==> src/rtl/pixel_readout_capture.sv <==
// pixel_readout_capture
// Captures the four per-pixel read strobes of a sensor frame into slot
// registers, commits complete frames into a two-frame ping-pong buffer and
// streams them out one pixel per valid/ready beat.
module pixel_readout_capture #(
  parameter int DATA_W      = 8,
  parameter int FRAME_CNT_W = 8
) (
  input  logic                   CLK,
  input  logic                   RESET,
  input  logic                   ERASE,
  input  logic                   READ1,
  input  logic                   READ2,
  input  logic                   READ3,
  input  logic                   READ4,
  input  logic [DATA_W-1:0]      DATA_IN,
  output logic [DATA_W-1:0]      PIX_DATA,
  output logic [1:0]             PIX_INDEX,
  output logic                   PIX_LAST,
  output logic                   PIX_VALID,
  input  logic                   PIX_READY,
  output logic [FRAME_CNT_W-1:0] FRAME_CNT,
  output logic                   OVERFLOW,
  output logic                   PROTO_ERR
);

  typedef enum logic [1:0] {
    S_IDLE    = 2'd0,
    S_ARMED   = 2'd1,
    S_CAPTURE = 2'd2,
    S_COMMIT  = 2'd3
  } state_t;

  state_t                 r_state, w_state_n;
  logic [3:0]             w_rd, r_rd_prev, r_mask, w_mask_n, w_fall, w_fall_ok;
  logic                   w_multi, r_prev_multi, w_capturing;
  logic [DATA_W-1:0]      r_shadow [4];
  logic [DATA_W-1:0]      r_slot   [4];
  logic [DATA_W-1:0]      r_buf    [2][4];
  logic                   r_wr_ptr, r_rd_ptr, w_rd_ptr_n;
  logic [1:0]             r_occ, w_occ_n, r_idx, w_idx_n;
  logic                   w_xfer, w_last_xfer, w_commit, w_accept, w_perr_set;
  logic [DATA_W-1:0]      w_pix_data_n, r_pix_data;
  logic                   r_pix_valid, r_pix_last, r_overflow, r_proto_err;
  logic [FRAME_CNT_W-1:0] r_frame_cnt;

  assign w_rd        = {READ4, READ3, READ2, READ1};
  assign w_multi     = (w_rd & (w_rd - 4'd1)) != 4'd0;
  assign w_capturing = (r_state == S_ARMED) || (r_state == S_CAPTURE);
  assign w_fall      = r_rd_prev & ~w_rd;
  // Falls right after a multi-strobe cycle are ignored so the slots keep
  // their last legally captured values.
  assign w_fall_ok   = (w_capturing && !ERASE && !r_prev_multi) ? w_fall : 4'd0;
  assign w_xfer      = r_pix_valid & PIX_READY;
  assign w_last_xfer = w_xfer && (r_idx == 2'd3);
  assign w_commit    = (r_state == S_COMMIT);
  // A final beat leaving in the commit cycle frees a frame just in time.
  assign w_accept    = w_commit && ((r_occ != 2'd2) || w_last_xfer);
  assign w_perr_set  = (ERASE && (r_state == S_CAPTURE))
                    || ((r_state == S_IDLE) && (w_rd != 4'd0))
                    || (w_capturing && w_multi)
                    || ((w_fall_ok & r_mask) != 4'd0);

  assign PIX_DATA  = r_pix_data;
  assign PIX_INDEX = r_idx;
  assign PIX_LAST  = r_pix_last;
  assign PIX_VALID = r_pix_valid;
  assign FRAME_CNT = r_frame_cnt;
  assign OVERFLOW  = r_overflow;
  assign PROTO_ERR = r_proto_err;

  // Next capture state and slot-filled mask
  always_comb begin
    w_state_n = r_state;
    w_mask_n  = (ERASE || w_commit) ? 4'd0 : (r_mask | w_fall_ok);
    case (r_state)
      S_IDLE: begin
        if (ERASE) w_state_n = S_ARMED;
        else       w_state_n = S_IDLE;
      end
      S_ARMED: begin
        if (ERASE)                  w_state_n = S_ARMED;
        else if (w_rd != 4'd0)      w_state_n = S_CAPTURE;
        else                        w_state_n = S_ARMED;
      end
      S_CAPTURE: begin
        if (ERASE)                  w_state_n = S_ARMED;
        else if (w_mask_n == 4'hF)  w_state_n = S_COMMIT;
        else                        w_state_n = S_CAPTURE;
      end
      S_COMMIT: begin
        if (ERASE) w_state_n = S_ARMED;
        else       w_state_n = S_IDLE;
      end
      default: w_state_n = S_IDLE;
    endcase
  end

  // Next read pointer, occupancy, read index and output pixel lookahead
  always_comb begin
    w_idx_n    = w_xfer ? (r_idx + 2'd1) : r_idx;
    w_rd_ptr_n = w_last_xfer ? ~r_rd_ptr : r_rd_ptr;
    case ({w_accept, w_last_xfer})
      2'b10:   w_occ_n = r_occ + 2'd1;
      2'b01:   w_occ_n = r_occ - 2'd1;
      default: w_occ_n = r_occ;
    endcase
    if (w_occ_n == 2'd0)
      w_pix_data_n = {DATA_W{1'b0}};
    else if (w_accept && (r_wr_ptr == w_rd_ptr_n))
      w_pix_data_n = r_slot[w_idx_n];   // frame being written becomes the read frame
    else
      w_pix_data_n = r_buf[w_rd_ptr_n][w_idx_n];
  end

  // Capture state register
  always_ff @(posedge CLK) begin
    if (RESET) r_state <= S_IDLE;
    else       r_state <= w_state_n;
  end

  // Strobe history, shadow registers, slot mask and captured slots
  always_ff @(posedge CLK) begin
    if (RESET) begin
      r_rd_prev    <= 4'd0;
      r_prev_multi <= 1'b0;
      r_mask       <= 4'd0;
      for (int i = 0; i < 4; i++) begin
        r_shadow[i] <= {DATA_W{1'b0}};
        r_slot[i]   <= {DATA_W{1'b0}};
      end
    end else begin
      r_rd_prev    <= w_rd;
      r_prev_multi <= w_multi;
      r_mask       <= w_mask_n;
      for (int i = 0; i < 4; i++) begin
        if (w_capturing && !w_multi && w_rd[i]) r_shadow[i] <= DATA_IN;
        if (w_fall_ok[i])                       r_slot[i]   <= r_shadow[i];
      end
    end
  end

  // Ping-pong frame buffer, pointers, occupancy and read index
  always_ff @(posedge CLK) begin
    if (RESET) begin
      r_wr_ptr <= 1'b0;
      r_rd_ptr <= 1'b0;
      r_occ    <= 2'd0;
      r_idx    <= 2'd0;
      for (int f = 0; f < 2; f++)
        for (int i = 0; i < 4; i++)
          r_buf[f][i] <= {DATA_W{1'b0}};
    end else begin
      if (w_accept) begin
        for (int i = 0; i < 4; i++) r_buf[r_wr_ptr][i] <= r_slot[i];
        r_wr_ptr <= ~r_wr_ptr;
      end
      r_rd_ptr <= w_rd_ptr_n;
      r_occ    <= w_occ_n;
      r_idx    <= w_idx_n;
    end
  end

  // Registered output beat, frame counter and sticky error flags
  always_ff @(posedge CLK) begin
    if (RESET) begin
      r_pix_valid <= 1'b0;
      r_pix_last  <= 1'b0;
      r_pix_data  <= {DATA_W{1'b0}};
      r_frame_cnt <= {FRAME_CNT_W{1'b0}};
      r_overflow  <= 1'b0;
      r_proto_err <= 1'b0;
    end else begin
      r_pix_valid <= (w_occ_n != 2'd0);
      r_pix_last  <= (w_occ_n != 2'd0) && (w_idx_n == 2'd3);
      r_pix_data  <= w_pix_data_n;
      if (w_accept)             r_frame_cnt <= r_frame_cnt + {{(FRAME_CNT_W-1){1'b0}}, 1'b1};
      if (w_commit && !w_accept) r_overflow <= 1'b1;
      if (w_perr_set)           r_proto_err <= 1'b1;
    end
  end

endmodule
==> config.mk <==
export PLATFORM = sky130hd
export DESIGN_NAME = pixel_readout_capture
export DESIGN_NICKNAME = d
export VERILOG_FILES = /design/src/rtl/pixel_readout_capture.sv
export SDC_FILE = /design/constraint.sdc
export NUM_CORES = 1
export LEC_CHECK = 0
export ABC_AREA = 1
export ABC_CLOCK_PERIOD_IN_PS = 2900
export CORE_UTILIZATION = 28
export CTS_CLUSTER_DIAMETER = 200
export DETAILED_ROUTE_END_ITERATION = 8
export DONT_BUFFER_PORTS = 1
export GPL_ROUTABILITY_DRIVEN = 0
export GPL_TIMING_DRIVEN = 0
export PLACE_DENSITY = 0.38
export SETUP_SLACK_MARGIN = 0.1
export SLEW_MARGIN = 5
export SYNTH_ARGS = -nofsm -noshare
export SYNTH_HDL_FRONTEND = slang
export SYNTH_SLANG_ARGS = --single-unit
==> constraint.sdc <==
create_clock -name CLK -period 2.9 [get_ports CLK]
set_input_delay 0.87 -clock CLK [delete_from_list [all_inputs] [get_ports CLK]]
set_output_delay 0.87 -clock CLK [all_outputs]
set_load 0.005 [all_outputs]
# Word level (Yosys, flattened, before mapping)

Memory sizes are Yosys's and may differ from the RTL's.
Cells that the tools add are included.

Bits in registers: 37
Bits in writable memories: 128
Bits of input ports: 16
Output and inout bits: 22
Word-level logic and storage cells: 139
Memories: 3

Add/sub/neg operators: 5
$lt $le $gt $ge: 1
Eq/ne operators: 10
Multiplexer cells: 55
Bitwise logic cells: 17
Reductions and logical operators: 34

Memories:

| memory   | depth | width | rd ports | clocked after memory_dff | wr ports | line | source |
|---|---|---|---|---|---|---|---|
| r_buf    | 2     | 32    | 1        | 0                        | 2        | 39   | `logic [DATA_W-1:0] r_buf [2][4];` |
| r_shadow | 4     | 8     | 4        | 0                        | 4        | 37   | `logic [DATA_W-1:0] r_shadow [4];` |
| r_slot   | 4     | 8     | 5        | 0                        | 4        | 38   | `logic [DATA_W-1:0] r_slot [4];` |

Operators with widths:

| operator                                      | number |
|---|---|
| two-way mux 8 bit                             | 11 |
| two-way mux 1 bit                             | 34 |
| two-way mux 32 bit                            | 1 |
| OR reduction 32 bit                           | 1 |
| binary-select mux 8 bit (select 2 bit)        | 1 |
| logical AND 1 bit                             | 15 |
| AND 4 bit                                     | 3 |
| nonzero test 4 bit                            | 3 |
| == test 2 bit, second input constant          | 5 |
| adder 8 x 1 -> 8 bit, second input constant   | 1 |
| two-way mux 2 bit                             | 4 |
| two-way mux 4 bit                             | 2 |
| bitwise OR 1 bit                              | 8 |
| logical OR 1 bit                              | 6 |
| one-hot mux 2 bit (3 select lines)            | 1 |
| adder 2 x 1 -> 2 bit, second input constant   | 2 |
| == test 2 x 1 -> 1 bit, second input constant | 2 |
| == test 4 bit, second input constant          | 1 |
| zero test 1 bit                               | 4 |
| zero test 2 bit                               | 2 |
| NOT 4 bit                                     | 1 |
| bitwise OR 4 bit                              | 1 |
| one-hot mux 2 bit (2 select lines)            | 1 |
| OR reduction 2 bit                            | 2 |
| other kinds (9)                               | 10 |

# Longest topological paths before layout

Depth in word-level cells: 11
Mapped depth: 13
Mapped depth without buffers: 13

# Worst setup path before layout

OpenSTA, ideal clock, no wires.

Path type: input port to flip-flop
Start point: input PIX_READY
End point: memory r_buf[0][0] (netlist name), enable pin
Setup time: 0.389 ns
Arrival: 2.267 ns
Data required time: 2.511 ns
Path slack: 0.243 ns
Cell stages on the path: 7
Buffers on the path: 1
Path through: nand3_2 -> nand3_2 -> nand2_4 -> nor2_4 -> nand2_1 -> buf_2 -> nand2_1

RTL lines:

| what        | line | source |
|---|---|---|
| from (decl) | 21   | `input logic PIX_READY,` |
| to (decl)   | 39   |  |

==> impl_metrics.env <==
export IMPL_rows=58
export IMPL_syn_nets=811
export IMPL_ys_types=30
export IMPL_routedWlPerCell_microns=17.3
export IMPL_worst_slew_margin_rel=0.201
export IMPL_use_met3=0.0316
export IMPL_die_width_microns=164
export IMPL_finalCriticalPeriod_ps=2580
export IMPL_worstSetupPathType="flop to flop"
export IMPL_io_pins=38
export IMPL_final_period_utilization=0.891
export IMPL_post_cts_setup_buffers=0
export IMPL_avgSynthCellArea_sq_um=9.33
export IMPL_cts_buffer_depth=2
export IMPL_peakVddDrop_uv=277
export IMPL_portBuffers=0
export IMPL_grt_pass1_vias=5260
export IMPL_crit_path_end_kind="flop"
export IMPL_cts_tree="built"
export IMPL_grt_pass1_wl_microns=30900
export IMPL_cts_buffers_inserted=17
export IMPL_worstPathArrival_ps=2640
export IMPL_yosysWarnings=0
export IMPL_diodes=0
export IMPL_holdWs_ps=479
export IMPL_ys_seq_elements=165
export IMPL_dp_hpwl_microns=14700
export IMPL_syn_inst=788
export IMPL_worstSkewPairLatency_ps=440
export IMPL_grt_busiest_layer="met2"
export IMPL_dieArea_sq_um=26900
export IMPL_outcome="complete, no violations"
export IMPL_dp_cells=1118
export IMPL_fin_cells=1150
export IMPL_syn_area_sq_um=7350
export IMPL_hold_viol=0
export IMPL_path_clk_slew_ps=80
export IMPL_coreArea_sq_um=25500
export IMPL_area_growth_pct=13.9
export IMPL_htree_levels=4
export IMPL_drt_iter0_markers=397
export IMPL_grt_max_degree=33
export IMPL_report_final_slew_viol_count=0
export IMPL_fin_worst_skew_ps=14.1
export IMPL_drv_cap=0
export IMPL_post_cts_resize_count=2
export IMPL_ys_seq_area_frac=0.624
export IMPL_nets=830
export IMPL_tightest_slew_ps=1190
export IMPL_timing_fmax_mhz=387
export IMPL_start_util=0.289
export IMPL_cp_required_ps=2950
export IMPL_utilization=0.329
export IMPL_worstSetupStartpointType="flop"
export IMPL_antenna_found_initial=0
export IMPL_grt_overflow=0
export IMPL_fill_cells=2640
export IMPL_power_per_cell_area_nw_per_um2=620
export IMPL_dp_slack_ps=-319
export IMPL_regArea_sq_um=4580
export IMPL_finalWorstSetupSlack_ps=315
export IMPL_postCtsHoldBufs=0
export IMPL_root_buffer="clkbuf_16"
export IMPL_grt_setup_unrepaired="false"
export IMPL_drc=0
export IMPL_drtAntennaViolNets=0
export IMPL_drt_pre_antenna_iters=5
export IMPL_use_met1=0.210
export IMPL_die_h_microns=164
export IMPL_cellLeakagePower_nw=3.42
export IMPL_p_total_mw=5.19
export IMPL_drive_gt1_frac=0.0878
export IMPL_wl_microns=19900
export IMPL_vias=5175
export IMPL_grt_usage=0.158
export IMPL_use_met2=0.254
export IMPL_vias_per_cell=4.50
export IMPL_finalSetupViolCount=0
export IMPL_multi_input_area_sq_um=2190
export IMPL_path_max_fanout=8
export IMPL_clock_sink_count=165
export IMPL_hp_class="flop to flop"
[cells in the mapped netlist]
| library cell | n | area (sq um) |
|---|---|---|
| nor2_1 | 151 | 567 |
| nand2_1 | 136 | 510 |
| edfxtp_1 | 128 | 3840 |
| inv_1 | 115 | 432 |
| nand3_1 | 108 | 541 |
| dfxtp_1 | 37 | 741 |
| nor3_1 | 24 | 120 |
| buf_2 | 15 | 75.1 |
| o21ai_0 | 11 | 55.1 |
| a21oi_1 | 10 | 50.1 |
| clkbuf_1 | 10 | 37.5 |
| ha_1 | 7 | 87.6 |
| inv_2 | 5 | 18.8 |
| nand2_2 | 5 | 31.3 |
| nand2_4 | 4 | 45.0 |
| nand4_1 | 4 | 25.0 |
| buf_6 | 2 | 22.5 |
| nand3_2 | 2 | 20.0 |
| o22ai_1 | 2 | 12.5 |
| xor2_1 | 2 | 17.5 |
| a21oi_2 | 1 | 8.76 |
| and3_1 | 1 | 6.26 |
| clkinv_1 | 1 | 3.75 |
| nand3_4 | 1 | 17.5 |
| nand3b_1 | 1 | 7.51 |
| nand4_2 | 1 | 12.5 |
| nor2_4 | 1 | 11.3 |
| o211ai_1 | 1 | 7.51 |
| o21ai_4 | 1 | 16.3 |
| or2_2 | 1 | 6.26 |
[critical path, cell delays in order (launching register included)]
cell,delay [ps]
dfxtp_1,380
inv_1,80
ha_1,340
inv_1,50
nor2_1,260
inv_1,140
o21ai_0,930
[placed cells by master, fill, tap and decap left out, types with 7 or more instances in the layout]
| cell | Yosys | layout |
|---|---|---|
| a21oi_1 | 10 | 10 |
| buf_2 | 15 | 15 |
| clkbuf_1 | 10 | 10 |
| clkbuf_16 | 0 | 17 |
| dfxtp_1 | 37 | 37 |
| edfxtp_1 | 128 | 128 |
| ha_1 | 7 | 7 |
| inv_1 | 115 | 115 |
| nand2_1 | 136 | 134 |
| nand3_1 | 108 | 108 |
| nor2_1 | 151 | 151 |
| nor3_1 | 24 | 24 |
| o21ai_0 | 11 | 10 |
[sequential cells by signal (all words and copies together), names as in the netlist]
signal,cells
r_occ,2
r_prev_multi,1
r_mask,4
PIX_LAST,1
PIX_INDEX,2
r_shadow,32
FRAME_CNT,8
PROTO_ERR,1
PIX_VALID,1
PIX_DATA,8
r_state,2
r_rd_ptr,1
r_rd_prev,4
OVERFLOW,1
r_buf,64
r_slot,32
r_wr_ptr,1
[area by class of cell]
cell class	instances	share of cell area
tap	330	0.0493
multi-input combinational	475	0.262
inverter	121	0.0542
clock buffer	17	0.0508
clock inverter	15	0.0200
sequential	165	0.548
buffer	27	0.0161
[where the power goes]
part | internal, mW | total, mW | switching, mW
combinational | 0.0570 | 0.242 | 0.185
sequential | 2.63 | 2.65 | 0.0276
clock | 1.22 | 2.30 | 1.07
total | 3.91 | 5.19 | 1.29
[metal layers]
| layer | up-vias | wire (microns) |
|---|---|---|
| met5 | - | 0 |
| met4 | 0 | 445 |
| met3 | 28 | 761 |
| met2 | 115 | 9290 |
| li1 | 2595 | - |
| met1 | 2437 | 9410 |
[cells by family after synthesis]
kind of cell               synth area share
AOI/OAI and AO/OA                    0.0204
xor gates and xnor gates            0.00238
buffers and inverters                0.0802
and+or+nand+nor                       0.261
DFF                                   0.624
adders and majority gates            0.0119
[per-stage QoR]
step / area, sq um / TNS [ps]
2_1_floorplan: 7350 / 0
3_3_place_gp: 7760 / -24630
3_5_place_dp: 7760 / -11830
4_1_cts: 8370 / 0
5_1_grt: 8370 / 0
6_report: 8370 / 0
[final timing paths]
check / start / endpoint / slack, ps / depth (start not counted)
min: OVERFLOW / OVERFLOW / 480 / 2
min reg2reg: OVERFLOW / OVERFLOW / 480 / 2
max: r_state[0] / r_shadow[0][5] / 320 / 6
max reg2reg: r_state[0] / r_shadow[0][5] / 320 / 6
(Power assumes the default switching activity.)
